$ cat config.mk
export PLATFORM = sky130hd
export DESIGN_NAME = fifo_rd_ctrl
export DESIGN_NICKNAME = d
export VERILOG_FILES = /design/src/rtl/fifo_rd_ctrl.sv
export SDC_FILE = /design/constraint.sdc
export NUM_CORES = 1
export LEC_CHECK = 0
export CORE_ASPECT_RATIO = 1.75
export CORE_MARGIN = 1
export CORE_UTILIZATION = 46
export CTS_CLUSTER_SIZE = 12
export DETAILED_ROUTE_END_ITERATION = 10
export HOLD_SLACK_MARGIN = 0.12
export PLACE_DENSITY = 0.78
export SKIP_LAST_GASP = 1
export SLEW_MARGIN = 10
export SYNTH_ARGS = -nofsm -noshare
export SYNTH_HDL_FRONTEND = slang
export SYNTH_SLANG_ARGS = --single-unit
$ cat constraint.sdc
create_clock -name i_rclk -period 3.5 [get_ports i_rclk]
set_input_delay 0.35 -clock i_rclk [delete_from_list [all_inputs] [get_ports i_rclk]]
set_output_delay 0.35 -clock i_rclk [all_outputs]
set_load 0.02 [all_outputs]
$ cat src/rtl/fifo_rd_ctrl.sv
// Read-side controller of an asynchronous FIFO: write-pointer synchronizer,
// binary/Gray read pointer, registered empty flag and occupancy, and a valid/ready output register.
module fifo_rd_ctrl #(
    parameter int DSIZE = 8,
    parameter int ASIZE = 4
) (
    input  logic             i_rclk,
    input  logic             i_rrst_n,
    input  logic [ASIZE:0]   i_wptr,
    output logic [ASIZE-1:0] o_raddr,
    input  logic [DSIZE-1:0] i_mem_rdata,
    output logic [ASIZE:0]   o_rptr,
    output logic             o_rempty,
    output logic [ASIZE:0]   o_rlevel,
    output logic [DSIZE-1:0] o_dout,
    output logic             o_dout_valid,
    input  logic             i_dout_ready
);

    logic [ASIZE:0]   r_rq1;
    logic [ASIZE:0]   r_rq2;
    logic [ASIZE:0]   r_rbin;
    logic [ASIZE:0]   r_rptr;
    logic             r_rempty;
    logic [ASIZE:0]   r_rlevel;
    logic [DSIZE-1:0] r_dout;
    logic             r_dout_valid;

    logic             w_pop;
    logic [ASIZE:0]   w_rbin_next;
    logic [ASIZE:0]   w_rgray_next;
    logic [ASIZE:0]   w_wbin_sync;

    function automatic logic [ASIZE:0] gray2bin(input logic [ASIZE:0] g);
        logic [ASIZE:0] b;
        b[ASIZE] = g[ASIZE];
        for (int i = ASIZE - 1; i >= 0; i--) begin
            b[i] = b[i+1] ^ g[i];
        end
        return b;
    endfunction

    // Pop only when a word is available and the output register is free or draining.
    assign w_pop        = !r_rempty && (!r_dout_valid || i_dout_ready);
    assign w_rbin_next  = r_rbin + {{ASIZE{1'b0}}, w_pop};
    assign w_rgray_next = w_rbin_next ^ (w_rbin_next >> 1);
    assign w_wbin_sync  = gray2bin(r_rq2);

    always_ff @(posedge i_rclk or negedge i_rrst_n) begin
        if (!i_rrst_n) begin
            r_rq1        <= '0;
            r_rq2        <= '0;
            r_rbin       <= '0;
            r_rptr       <= '0;
            r_rempty     <= 1'b1;
            r_rlevel     <= '0;
            r_dout       <= '0;
            r_dout_valid <= 1'b0;
        end else begin
            r_rq1    <= i_wptr;
            r_rq2    <= r_rq1;
            r_rbin   <= w_rbin_next;
            r_rptr   <= w_rgray_next;
            r_rempty <= (w_rgray_next == r_rq2);
            // Modular difference; the extra MSB distinguishes full from empty.
            r_rlevel <= w_wbin_sync - w_rbin_next;
            if (w_pop) begin
                r_dout       <= i_mem_rdata;
                r_dout_valid <= 1'b1;
            end else if (r_dout_valid && i_dout_ready) begin
                r_dout_valid <= 1'b0;
            end
        end
    end

    assign o_raddr      = r_rbin[ASIZE-1:0];
    assign o_rptr       = r_rptr;
    assign o_rempty     = r_rempty;
    assign o_rlevel     = r_rlevel;
    assign o_dout       = r_dout;
    assign o_dout_valid = r_dout_valid;

endmodule

Word level (Yosys, flattened, before mapping)
Cells that the tools add are included.
Cells by class
  $add $sub $neg: 2
  equality and inequality tests: 1
  multiplexer cells: 2
  bitwise operators: 5
  reductions and logical operators: 6
Operators with widths (number)
  $add 5x1->5: 1
  $eq 5x5->1: 1
  $sub 5x5->5: 1
  $xor 5x4->5: 1
  $xor 1x1->1: 4
  $logic_and 1x1->1: 2
  $logic_not 1->1: 2
  $mux 1: 2
  $reduce_bool 2->1: 1
  $logic_or 1x1->1: 1
Storage, ports and cells
  bits in registers: 35
  input port bits: 16
  output and inout bits: 24
  logic and storage cells: 24

Longest topological paths before layout
  word-level depth: 6
  mapped depth: 10
  gate-level depth less buffers: 10

Worst setup path after synthesis
Ideal clock, no wire load.
  kind: register to register
  start: register r_dout_valid (netlist: o_dout_valid)
  end: register r_rlevel[4] (netlist: o_rlevel[4])
  setup time: 0.123 ns
  arrival: 2.450 ns
  data required time: 3.377 ns
  slack: 0.927 ns
  stages on the path, launching flop included: 9
  path buffers: 0
  clock period less this slack: 2.573 ns
  path through: dfrtp_1 -> a21oi_2 -> ha_1 -> ha_1 -> xnor2_1 -> ha_1 -> a21oi_1 -> maj3_1 -> xnor2_1
On the way
  cells in the longest elaborated chain, start to end: 5
RTL lines
  from (decl): line 27  | logic r_dout_valid;
  from (signal assigned): line 58  | r_dout_valid <= 1'b0;
  from (signal assigned): line 69  | r_dout_valid <= 1'b1;
  from (signal assigned): line 71  | r_dout_valid <= 1'b0;
  $logic_not 1->1: line 44  | assign w_pop = !r_rempty && (!r_dout_valid || i_dout_ready);
  $logic_or 1x1->1: line 44
  $logic_and 1x1->1: line 44
  named net w_pop: line 29  | logic w_pop;
  $add 5x1->5: line 45  | assign w_rbin_next = r_rbin + {{ASIZE{1'b0}}, w_pop};
  $sub 5x5->5: line 66  | r_rlevel <= w_wbin_sync - w_rbin_next;
  to (signal assigned): line 66
  to (decl): line 25  | logic [ASIZE:0] r_rlevel;
The timed path passes the listed nets, and every way through them passes these cells.
A chain may end at the register's enable or synchronous reset.

Final worst setup path
  start: register r_rq2[4]
  end: register r_rlevel[4] (netlist: o_rlevel[4])
On the way
  cells in the longest elaborated chain, start to end: 5
RTL lines
  from (decl): line 21  | logic [ASIZE:0] r_rq2;
  from (signal assigned): line 61  | r_rq2 <= r_rq1;
  $xor 1x1->1 (4 in a row): line 38  | b[i] = b[i+1] ^ g[i];
  $sub 5x5->5 (*): line 66
Mark *: on every way between the ends. The rest lies on a longest branch, timed or not.

==> impl_metrics.sql <==
INSERT INTO impl_metrics (metric_group, metric, value, unit) VALUES
('clocking', 'post_cts_resized', '0', ''),
('clocking', 'cts_hold_repair.buffers', '0', ''),
('setup_path', 'critPathKind', 'reg2reg', ''),
('clocking', 'cts_max_level', '2', ''),
('placed_design', 'place_hpwl', '1840', 'um'),
('timing', 'min_period_over_period', '78.8', '%'),
('detailed_routing', 'post-route-drc-count', '4', ''),
('detailed_routing', 'wl_per_instance', '14.0', 'um'),
('status', 'failed_checks', 'design-rule violations', ''),
('setup_path', 'cp_slowest_stage_delay', '0.40', 'ns'),
('synth', 'syn-num-nets', '119', ''),
('setup_path', 'cp_data_required_time', '3.70', 'ns'),
('setup_path', 'timing.critical_path.cells', 'xnor2_1 -> xnor2_1 -> xor2_1 -> xnor2_1 -> ha_1 -> inv_1 -> fa_1 -> a21oi_1 -> maj3_1 -> xnor2_1', ''),
('floorplanning', 'floorplan.die.height', '75.1', 'um'),
('global_route', 'grt_max_degree', '35', ''),
('setup_path', 'arrival', '2.96', 'ns'),
('floorplanning', 'placeableCoreArea', '2930', 'um2'),
('setup_path', 'crit_fanout', '3', ''),
('global_route', 'grt_pass1_vias', '860', ''),
('min_path', 'hold_path.class', 'reg2reg', ''),
('clocking', 'cts.sink_count', '34', ''),
('timing', 'finalSetupViolations', '0', ''),
('timing', 'max-slew-margin-rel', '63.4', '%'),
('global_route', 'antenna_found_initial', '0', ''),
('clocking', 'worstSkewPairLatency', '0.28', 'ns'),
('synth', 'post-synth-top-area-fraction', '58.7', '%'),
('synth', 'synth-adder-area-share', '6.58', '%'),
('synth', 'synthesis.area', '1410', 'um2'),
('clocking', 'ctsLongestPathBuffers', '2', ''),
('clocking', 'cts_made_buffers', '5', ''),
('detailed_routing', 'final_antenna_net_count', '0', ''),
('setup_path', 'timing.critical_path.from', 'r_rq2[4]$_DFF_PN0_', ''),
('synth', 'fraction_of_synthesis_flops_using_an_asynchronous_set_or_reset_pin', '100', '%'),
('power_and_ir_drop', 'leakagePower', '0.839', 'nW'),
('setup_path', 'endpoint_kind', 'register', ''),
('finish', 'mostFrequentLayoutCells', '39 x sky130_fd_sc_hd__clkdlybuf4s50_1, 33 x sky130_fd_sc_hd__dfrtp_1, 12 x sky130_fd_sc_hd__xnor2_1', ''),
('power_and_ir_drop', 'total_power', '1.89', 'mW'),
('finish', 'area_growth_syn_to_layout', '36.5', '%'),
('status', 'run_status', 'complete, but fails checks', ''),
('floorplanning', 'ioPinCount', '40', ''),
('synth', 'synth_cells', '97', ''),
('setup_path', 'number_of_cells_on_the_worst_reg_to_reg_path', '10', ''),
('synth', 'synth_edf_count', '0', ''),
('floorplanning', 'placementRows', '26', ''),
('timing', 'finalSetupTns', '0', 'ns'),
('synth', 'yosysWarnings', '0', ''),
('synth', 'dominant_combinational_cell_family_by_area_after_synthesis', 'XOR/XNOR gates', ''),
('flow_run', 'maxCapViolCount', '0', ''),
('synth', 'fraction_of_synthesized_cell_area_in_xor_and_xnor_cells', '15.2', '%'),
('synth', 'synth_compound_gate_area_share', '5.52', '%'),
('finish', 'layout-drive-gt1-share', '13.2', '%'),
('floorplanning', 'die_area', '3290', 'um2'),
('detailed_routing', 'routed_wl', '2420', 'um'),
('floorplanning', 'initial_core_util', '48.0', '%'),
('timing', 'finalHoldViolations', '0', ''),
('setup_path', 'crit_path_frequent_cell', 'sky130_fd_sc_hd__xnor2_1', ''),
('synth', 'yosysTopAreaCell', 'sky130_fd_sc_hd__dfrtp_1', ''),
('setup_path', 'critical_path.reg2reg.endpoint', 'o_rlevel[4]$_DFF_PN0_', ''),
('placed_design', 'routabilityCongestion', '0.764', ''),
('clocking', 'tritoncts_clock_tree', 'done', ''),
('detailed_routing', 'detailedRoute.firstIterationViolations', '11', ''),
('synth', 'synth_top_flop_cell', 'sky130_fd_sc_hd__dfrtp_1', ''),
('global_route', 'groute.usage.overall', '17.0', '%'),
('synth', 'postSynthRegisterBits', '34', ''),
('clocking', 'cts.reportedPaths.clkPinSlew', '0.06', 'ns'),
('timing', 'slew_violations', '0', ''),
('global_route', 'global_route_wire_length_before_repair', '3840', 'um'),
('finish', 'final_common_cell', 'sky130_fd_sc_hd__clkdlybuf4s50_1', ''),
('timing', 'clock_skew', '0.00382', 'ns'),
('synth', 'syn_area_per_cell', '14.5', 'um2'),
('power_and_ir_drop', 'ir_drop', '0.000456', 'V');
-- synth_stat cells (2+ instances only) --
library cell / count
sky130_fd_sc_hd__mux2_2: 8
sky130_fd_sc_hd__dfrtp_1: 33
sky130_fd_sc_hd__a21oi_1: 2
sky130_fd_sc_hd__nor2_1: 2
sky130_fd_sc_hd__inv_1: 6
sky130_fd_sc_hd__o21ai_0: 2
sky130_fd_sc_hd__nand3_1: 2
sky130_fd_sc_hd__xnor2_1: 12
sky130_fd_sc_hd__xor2_1: 7
sky130_fd_sc_hd__a21boi_0: 2
sky130_fd_sc_hd__ha_1: 5
-- worst min-delay path by stage --
stage	start	endpoint	slack [ns]	cells past startpoint
global placement	r_rq1[2]$_DFF_PN0_	r_rq2[2]$_DFF_PN0_	0.33	0
CTS	r_rq1[2]$_DFF_PN0_	r_rq2[2]$_DFF_PN0_	0.35	0
finish	r_rq1[2]$_DFF_PN0_	r_rq2[2]$_DFF_PN0_	0.35	0
global route	r_rq1[2]$_DFF_PN0_	r_rq2[2]$_DFF_PN0_	0.35	0
floorplan	i_rrst_n	o_dout[0]$_DFFE_PN0P_	0.05	0
detailed placement	r_rq1[2]$_DFF_PN0_	r_rq2[2]$_DFF_PN0_	0.34	0
-- per-stage QoR --
| step | util [%] | setup slack (ns) | hold WS, ns | cell area [um2] | std cells |
|---|---|---|---|---|---|
| detailed placement | 62.9 | 0.571 | 0.336 | 1840 | 165 |
| finish | 65.6 | 0.743 | 0.347 | 1920 | 172 |
| global placement | 62.9 | 0.703 | 0.334 | 1840 | 165 |
| CTS | 65.6 | 0.736 | 0.349 | 1920 | 172 |
| global route | 65.6 | 0.477 | 0.353 | 1920 | 172 |
| floorplan | - | 0.927 | 0.0544 | 1410 | 97 |
-- per-layer routing --
metal / up-vias / track usage [%] / share of wire [%]
met5: - / 0 / 0
met4: 0 / 11.5 / 3.6
met3: 10 / 6.71 / 5.4
met2: 30 / 29.5 / 57
met1: 428 / 15.9 / 34
li1: 416 / - / -
-- layout make-up --
cell class / count / area, um2
fillers: 213 / 1010
multi-input cells: 56 / 528
well taps: 28 / 35.0
repair buffers: 41 / 405
inverters: 6 / 22.5
flip-flops and latches: 34 / 852
clock buffers: 7 / 76.3
-- where the power goes --
part	leakage [nW]	switching (mW)	internal [mW]
combinational	0.408	0.505	0.504
clock	0.0383	0.124	0.137
sequential	0.393	0.0833	0.533
total	0.839	0.712	1.17
-- cells by family (layout without fill, tap and decap cells) --
| family | Yosys count | in the layout |
|---|---|---|
| simple gates | 8 | 8 |
| compound gates | 11 | 11 |
| mux | 9 | 9 |
| buf+inv | 7 | 54 |
| flops | 34 | 34 |
| xor+xnor | 21 | 21 |
| fa+ha+maj | 7 | 7 |
-- sequential cells by signal, indices dropped and copies added (netlist names) --
signal and flops:
r_rbin 5, r_rq1 5, o_rempty 1, o_dout 8
o_rptr 4, r_rq2 5, o_dout_valid 1, o_rlevel 5
-- worst max-delay path: cells and delay by family, from the launching register on --
family          cells  cell delay, ns
compound gates      1            0.21
xor+xnor            5            1.23
fa+ha+maj           3            0.78
buf+inv             1            0.06
flops               1            0.39
(Power assumes the default switching activity.)
